`src/rtl/ex_hazard_ctl.sv`:
```
// Execute-stage sequencing: load-use bubbles, branch/jump flushes,
// MDU hold with watchdog, and a saturating stall-cycle counter.
module ex_hazard_ctl #(
  parameter int reg_addr_width = 5,
  parameter int mdu_max_cycles = 64,
  parameter int cnt_width      = 32
) (
  input  logic                      clk,
  input  logic                      rst_n,
  input  logic [reg_addr_width-1:0] id_rs1,
  input  logic [reg_addr_width-1:0] id_rs2,
  input  logic                      id_rs1_used,
  input  logic                      id_rs2_used,
  input  logic [reg_addr_width-1:0] ex_rd_addr,
  input  logic                      ex_rd_wen,
  input  logic                      ex_mem_ctl,
  input  logic                      ex_jmp_ctl,
  input  logic                      ex_bch_ctl,
  input  logic                      ex_bch_taken,
  input  logic                      ex_mdu_op,
  input  logic                      mdu_done,
  input  logic                      cnt_clr,
  output logic                      stall_pc,
  output logic                      stall_id,
  output logic                      stall_ex,
  output logic                      bubble_ex,
  output logic                      flush_if_id,
  output logic                      flush_id_ex,
  output logic                      redirect,
  output logic                      mdu_start,
  output logic                      mdu_err,
  output logic [cnt_width-1:0]      stall_cnt
);

  typedef enum logic {
    S_RUN,
    S_BUSY
  } state_t;

  localparam int WDW = $clog2(mdu_max_cycles) + 1;

  state_t                r_state;
  logic [WDW-1:0]        r_wd;
  logic                  r_err;
  logic [cnt_width-1:0]  r_cnt;

  logic w_rs1_hit;
  logic w_rs2_hit;
  logic w_ld_use;
  logic w_take;
  logic w_wd_exp;

  assign w_rs1_hit = id_rs1_used & (id_rs1 == ex_rd_addr);
  assign w_rs2_hit = id_rs2_used & (id_rs2 == ex_rd_addr);
  assign w_ld_use  = ex_mem_ctl & ex_rd_wen & (|ex_rd_addr)
                   & (w_rs1_hit | w_rs2_hit);
  assign w_take    = ex_jmp_ctl | (ex_bch_ctl & ex_bch_taken);
  assign w_wd_exp  = (r_wd == WDW'(mdu_max_cycles - 1));

  // Gated by rst_n so every output drops the instant reset asserts.
  always_comb begin
    stall_pc    = 1'b0;
    stall_id    = 1'b0;
    stall_ex    = 1'b0;
    bubble_ex   = 1'b0;
    flush_if_id = 1'b0;
    flush_id_ex = 1'b0;
    redirect    = 1'b0;
    mdu_start   = 1'b0;
    if (rst_n) begin
      unique case (r_state)
        S_RUN: begin
          if (ex_mdu_op) begin
            mdu_start = 1'b1;
            stall_pc  = 1'b1;
            stall_id  = 1'b1;
            stall_ex  = 1'b1;
          end else if (w_take) begin
            redirect    = 1'b1;
            flush_if_id = 1'b1;
            flush_id_ex = 1'b1;
          end else if (w_ld_use) begin
            stall_pc  = 1'b1;
            stall_id  = 1'b1;
            bubble_ex = 1'b1;
          end
        end
        S_BUSY: begin
          if (mdu_done) begin
            redirect    = w_take;
            flush_if_id = w_take;
            flush_id_ex = w_take;
          end else if (!w_wd_exp) begin
            stall_pc = 1'b1;
            stall_id = 1'b1;
            stall_ex = 1'b1;
          end
        end
        default: ;
      endcase
    end
  end

  always_ff @(posedge clk or negedge rst_n) begin
    if (!rst_n) begin
      r_state <= S_RUN;
      r_wd    <= '0;
      r_err   <= 1'b0;
    end else begin
      unique case (r_state)
        S_RUN: begin
          if (ex_mdu_op) begin
            r_state <= S_BUSY;
            r_wd    <= '0;
          end
        end
        S_BUSY: begin
          if (mdu_done) begin
            r_state <= S_RUN;
          end else if (w_wd_exp) begin
            r_err   <= 1'b1;
            r_state <= S_RUN;
          end else begin
            r_wd <= r_wd + 1'b1;
          end
        end
        default: r_state <= S_RUN;
      endcase
    end
  end

  always_ff @(posedge clk or negedge rst_n) begin
    if (!rst_n) begin
      r_cnt <= '0;
    end else if (cnt_clr) begin
      r_cnt <= '0;
    end else if (stall_pc && !(&r_cnt)) begin
      r_cnt <= r_cnt + 1'b1;
    end
  end

  assign mdu_err   = r_err;
  assign stall_cnt = r_cnt;

endmodule

```
`config.mk`:
```
export PLATFORM = sky130hd
export DESIGN_NAME = ex_hazard_ctl
export DESIGN_NICKNAME = d
export VERILOG_FILES = /design/src/rtl/ex_hazard_ctl.sv
export SDC_FILE = /design/constraint.sdc
export NUM_CORES = 1
export LEC_CHECK = 0
export CELL_PAD_IN_SITES_DETAIL_PLACEMENT = 1
export CELL_PAD_IN_SITES_GLOBAL_PLACEMENT = 1
export CORE_ASPECT_RATIO = 0.5
export CORE_MARGIN = 3
export CORE_UTILIZATION = 36
export CTS_CLUSTER_SIZE = 14
export DETAILED_ROUTE_END_ITERATION = 8
export PLACE_DENSITY_LB_ADDON = 0.1
export RECOVER_POWER = 50
export SYNTH_ARGS = -nofsm -noshare
export SYNTH_HDL_FRONTEND = slang
export SYNTH_SLANG_ARGS = --single-unit
```
`constraint.sdc`:
```
create_clock -name clk -period 2.5 [get_ports clk]
set_input_delay 0.25 -clock clk [delete_from_list [all_inputs] [get_ports clk]]
set_output_delay 0.25 -clock clk [all_outputs]
set_load 0.02 [all_outputs]
```
# --- Yosys cells after proc, flatten, opt, wreduce, memory -nomap -nowiden ---
# Cells that the tools add are included.
# Widths: inputs -> output; s select.
word_totals:
  reg_bits: 41
  latch_bits: 0
  ramBits: 0
  mem_bits_ro: 0
  inputBits: 27
  output_inout_bits: 41
  word_cells: 55
  mem_count: 0
op_classes:
  add_sub_neg: 2
  n_mul: 0
  div: 0
  n_lt_le_gt_ge: 0
  eq_ne: 6
  shift: 0
  muxes: 26
  n_bitwise: 10
  n_reduce_logical: 7
ops:
  columns: ["cell", "count"]
  rows:
  - ["$mux 32", 2]
  - ["$add 32x1->32 const B", 1]
  - ["$reduce_and 32->1", 1]
  - ["$mux 7", 3]
  - ["$mux 1", 17]
  - ["$pmux 7 s2", 1]
  - ["$eq 5x5->1", 2]
  - ["$add 7x1->7 const B", 1]
  - ["$eq 7x6->1 const B", 1]
  - ["$and 1x1->1", 6]
  - ["$ne 2x2->1 const B", 3]
  - ["$pmux 1 s2", 3]
  - ["$reduce_and 3->1", 2]
  - ["$reduce_or 5->1", 1]
  - ["$not 1->1", 2]
  - ["$or 1x1->1", 2]
  - ["$reduce_bool 2->1", 1]
  - ["$logic_and 1x1->1", 1]
  - ["$logic_not 1->1", 1]

# --- Logic depth before layout (Yosys ltp) ---
depth:
  depth_word: 12
  depth_mapped: 9
  depth_no_buf: 8

# --- Least setup slack after synthesis ---
# Ideal clock, no wire load.
synth_timing:
  path_kind: "reg2out"
  from: "register r_wd[0]"
  to: "output port stall_pc"
  arrival_ps: 2028
  t_required_ps: 2250
  path_slack_ps: 222
  stages_incl_launch_ff: 9
  n_path_buf: 2
  path_cell_list: "dfrtp_1 > ha_1 > and4_4 > a31oi_4 > o21a_2 > a21oi_2 > clkbuf_1 > inv_1 > buf_4"
synth_via:
  elab_chain_len: 5
synth_lines:
  columns: ["item", "line", "source"]
  rows:
  - ["start, declared", "43", "logic [WDW-1:0] r_wd;"]
  - ["start signal, assigned", "124", "r_wd <= r_wd + 1'b1;"]
  - ["$eq 7x6->1", "58", "assign w_wd_exp = (r_wd == WDW'(mdu_max_cycles - 1));"]
  - ["$mux 1 (2 in series)", null, null]
  - ["$pmux 1 s2", null, null]
  - ["$mux 1", null, null]
  - ["end, declared", "23", "output logic stall_pc,"]
# No other way between the ends.

# --- Final worst setup path ---
layout_timing:
  from: "register r_wd[0]"
  to: "output port stall_ex"
layout_via:
  elab_chain_len: 5
layout_lines:
  columns: ["item", "line", "source"]
  rows:
  - ["$eq 7x6->1", "58", null]
  - ["$mux 1", "93", "end else if (!w_wd_exp) begin"]
  - ["$mux 1", "89", "if (mdu_done) begin"]
  - ["$pmux 1 s2", "71", "unique case (r_state)"]
  - ["$mux 1", "70", "if (rst_n) begin"]
  - ["end, declared", "25", "output logic stall_ex,"]
# No other way between the ends.

==> impl_metrics.json <==
{
  "status": "finished, final reports clean",
  "die_area_um2": 7610,
  "grt_setup_unrepaired": "no",
  "drt_iter0_markers": 82,
  "antenna_found_initial": 0,
  "cp.arrival_ns": 2.14,
  "critPathKind": "reg2out",
  "path_max_fanout": 4,
  "hold_violations": 0,
  "crit_path_end_kind": "output pin",
  "dp.cells": 404,
  "htreeDepth": 2,
  "skew_ns": 0.00558,
  "worst_slew_pin_slew_ns": 1.08,
  "ys_seq_area_share_pct": 43.5,
  "layout.cells.non_filler": 411,
  "synthArstFlopShare_pct": 100,
  "numCtsBuffers": 5,
  "cp_slowest_stage_delay_ns": 0.62,
  "cellLeakagePower_nw": 1.36,
  "drive_above_1_share_pct": 10.5,
  "grtUsageTotal_pct": 18.8,
  "critPathTopFamily": "buffers and inverters",
  "register_area_um2": 1030,
  "cts.sinks": 41,
  "fin_crit_sh_pct": 95.8,
  "min_path_type": "in2async",
  "report.final.slew_viol_count": 0,
  "syn_avg_cell_area_um2": 9.46,
  "grt_pass1_vias": 2317,
  "placementRows": 20,
  "multiInputGateArea_um2": 1290,
  "area_delta_synth_final_pct": 42.4,
  "insertion_delay_ns": 0.29,
  "wl_per_cell_um": 16.4,
  "vias_per_cell": 5.18,
  "ir_drop_mv": 0.230,
  "fmax_ghz": 0.418,
  "vias": 2130,
  "worst_hold_slack_ns": 0.310,
  "ys_types": 43,
  "crit_slowest_cell": "clkdlybuf4s50_1",
  "cts.path.max_buffers": 2,
  "postCtsHoldBufs": 0,
  "syn_nets": 278,
  "setup_violations": 0,
  "synth_edf_count": 0,
  "critPathLaunchType": "flip-flop",
  "diodes": 0,
  "dieHeight_um": 63.2,
  "synthCells": 249,
  "grt_max_degree": 42,
  "portBuffers": 67,
  "power.total_mw": 1.59,
  "grt_first_pass_wirelength_mm": 11.6,
  "die_w_um": 120,
  "route.detailed.drc": 0,
  "hpwl_mm": 4.87,
  "clk_pin_slew_ns": 0.06,
  "synth-main-ff-cell": "dfrtp_1",
  "core_um2": 6210,
  "crit_required_ns": 2.25,
  "overflow": 0,
  "synth_area_um2": 2360,
  "critPathBufInv": 1,
  "nNetsFinal": 352,
  "cts_tree": "done",
  "nFillCells": 735,
  "cap_violations": 0,
  "initial_utilization_pct": 38.0,
  "slew_headroom_pct": 28.2,
  "power_density_nw_per_um2": 473,
  "dr.pass1.iters": 4,
  "yosysWarnings": 0,
  "ant_nets": 0,
  "path_cells": "ha_1 -> and4_4 -> a31oi_4 -> o21a_2 -> clkdlybuf4s50_1",
  "wl_mm": 6.75,
  "io_pins": 68,
  "globalplace.congestion": 0.765,
  "clockRootBuffer": "clkbuf_16",
  "synth-seq-cells": 41,
  "period_needed_ns": 2.39
}
layout make-up:
| type | count | area share (%) |
|---|---|---|
| inverter | 6 | 0.671 |
| multi-input combinational | 191 | 38.3 |
| timing repair buffer | 78 | 22.9 |
| clock buffer | 7 | 4.25 |
| sequential | 41 | 30.6 |
| tap | 88 | 3.28 |
kinds of logic after synthesis:
logic type                 after synthesis  share of synthesized area, %
and+or+nand+nor                        130                          30.1
xor gates and xnor gates                44                          16.4
DFF                                     41                          43.5
buffers and inverters                   17                          3.45
AOI/OAI and AO/OA                       14                          5.05
adders and majority gates                2                          1.06
muxes                                    1                         0.478
worst reg2reg max path, stage by stage (launching register included):
cell     delay (ns)
dfrtp_1        0.41
ha_1           0.24
and4_4         0.22
a31oi_4        0.19
o21a_2         0.18
a21oi_4        0.06
buf_12         0.16
or3_4          0.37
or3_1          0.32
a21oi_1        0.14
cells in the mapped netlist (2+ instances only):
cell,n,area [µm²]
clkbuf_1,5,18.8
nand2_1,19,71.3
buf_2,2,10.0
buf_4,4,30.0
nand2b_1,2,12.5
nor4_1,11,68.8
nor4b_1,5,43.8
nor2b_1,2,12.5
nor3_1,13,65.1
and2_1,2,12.5
xor2_1,5,43.8
nand3_1,6,30.0
nand4_1,13,81.3
nor2_1,40,150
xnor2_1,39,342
and4_1,2,17.5
a21oi_1,2,10.0
dfrtp_1,41,1030
o21ai_0,2,10.0
and4_4,2,22.5
and3_1,3,18.8
ha_1,2,25.0
o31ai_1,2,15.0
inv_1,6,22.5
sequential cells by signal, summed over array words and instances (netlist names):
name	flops
mdu_err	1
r_wd	7
r_state	1
stall_cnt	32
power breakdown:
part,switching [mW],leakage (nW),internal [mW],total (mW)
sequential,0.0206,0.568,0.681,0.701
clock,0.261,0.0700,0.392,0.654
combinational,0.118,0.719,0.114,0.232
cell usage in the layout, fill, tap and decap left out, types with 2 or more instances in the layout:
master	n
nor4b_1	3
clkdlybuf4s50_1	48
buf_12	2
nor2b_1	2
and4_4	2
xor2_1	5
xnor2_1	39
dlygate4sd3_1	15
nand4_1	13
a21oi_1	2
nor4_1	10
and4_1	2
inv_1	6
dfrtp_1	41
and2_1	2
and3_1	3
nand2b_1	2
nor3_1	13
nand2_1	19
nor4b_2	2
nand3_1	6
clkbuf_16	5
nor2_1	40
clkbuf_1	2
ha_1	2
dlygate4sd2_1	2
o21ai_0	2
buf_4	7
per-layer routing:
layer | track usage [%] | wire, µm | share of wire [%] | up-vias
met5 | 0 | 0 | 0 | -
met4 | 3.67 | 45 | 0.67 | 0
met3 | 5.47 | 343 | 5.1 | 7
met2 | 31.3 | 3200 | 47 | 50
met1 | 24.6 | 3160 | 47 | 1059
li1 | - | - | - | 1014
timing repair:
item	CTS	global route
gates resized for setup	3	6
buffers inserted	0	0
setup endpoints to repair	2	10
pin swaps	0	0
path summary, 6_finish.rpt:
path	startpoint	endpoint	slack [ns]	cells after the start
max	r_wd[0]$_DFFE_PN0P_	stall_ex	0.11	5
min	rst_n	r_wd[4]$_DFFE_PN0P_	0.31	2
max reg2reg	r_wd[0]$_DFFE_PN0P_	stall_cnt[28]$_DFFE_PN0P_	0.14	9
min reg2reg	mdu_err$_DFFE_PN0P_	mdu_err$_DFFE_PN0P_	0.48	1
max in group asynchronous	rst_n	stall_cnt[17]$_DFFE_PN0P_	1.52	2
min in group clk	mdu_err$_DFFE_PN0P_	mdu_err$_DFFE_PN0P_	0.48	1
metrics by stage:
| stage | utilization (%) | area [µm²] | TNS, ns | setup WS [ns] |
|---|---|---|---|---|
| after floorplan | - | 2360 | 0 | 0.222 |
| after global placement | 51.2 | 3180 | 0 | 0.0196 |
| after detailed placement | 51.2 | 3180 | -0.240 | -0.0601 |
| after CTS | 53.6 | 3330 | 0 | 0.0218 |
| after global routing | 54.1 | 3350 | 0 | 0.00179 |
| final | 54.1 | 3350 | 0 | 0.106 |
No activity file was read; power rests on OpenSTA's default activity.
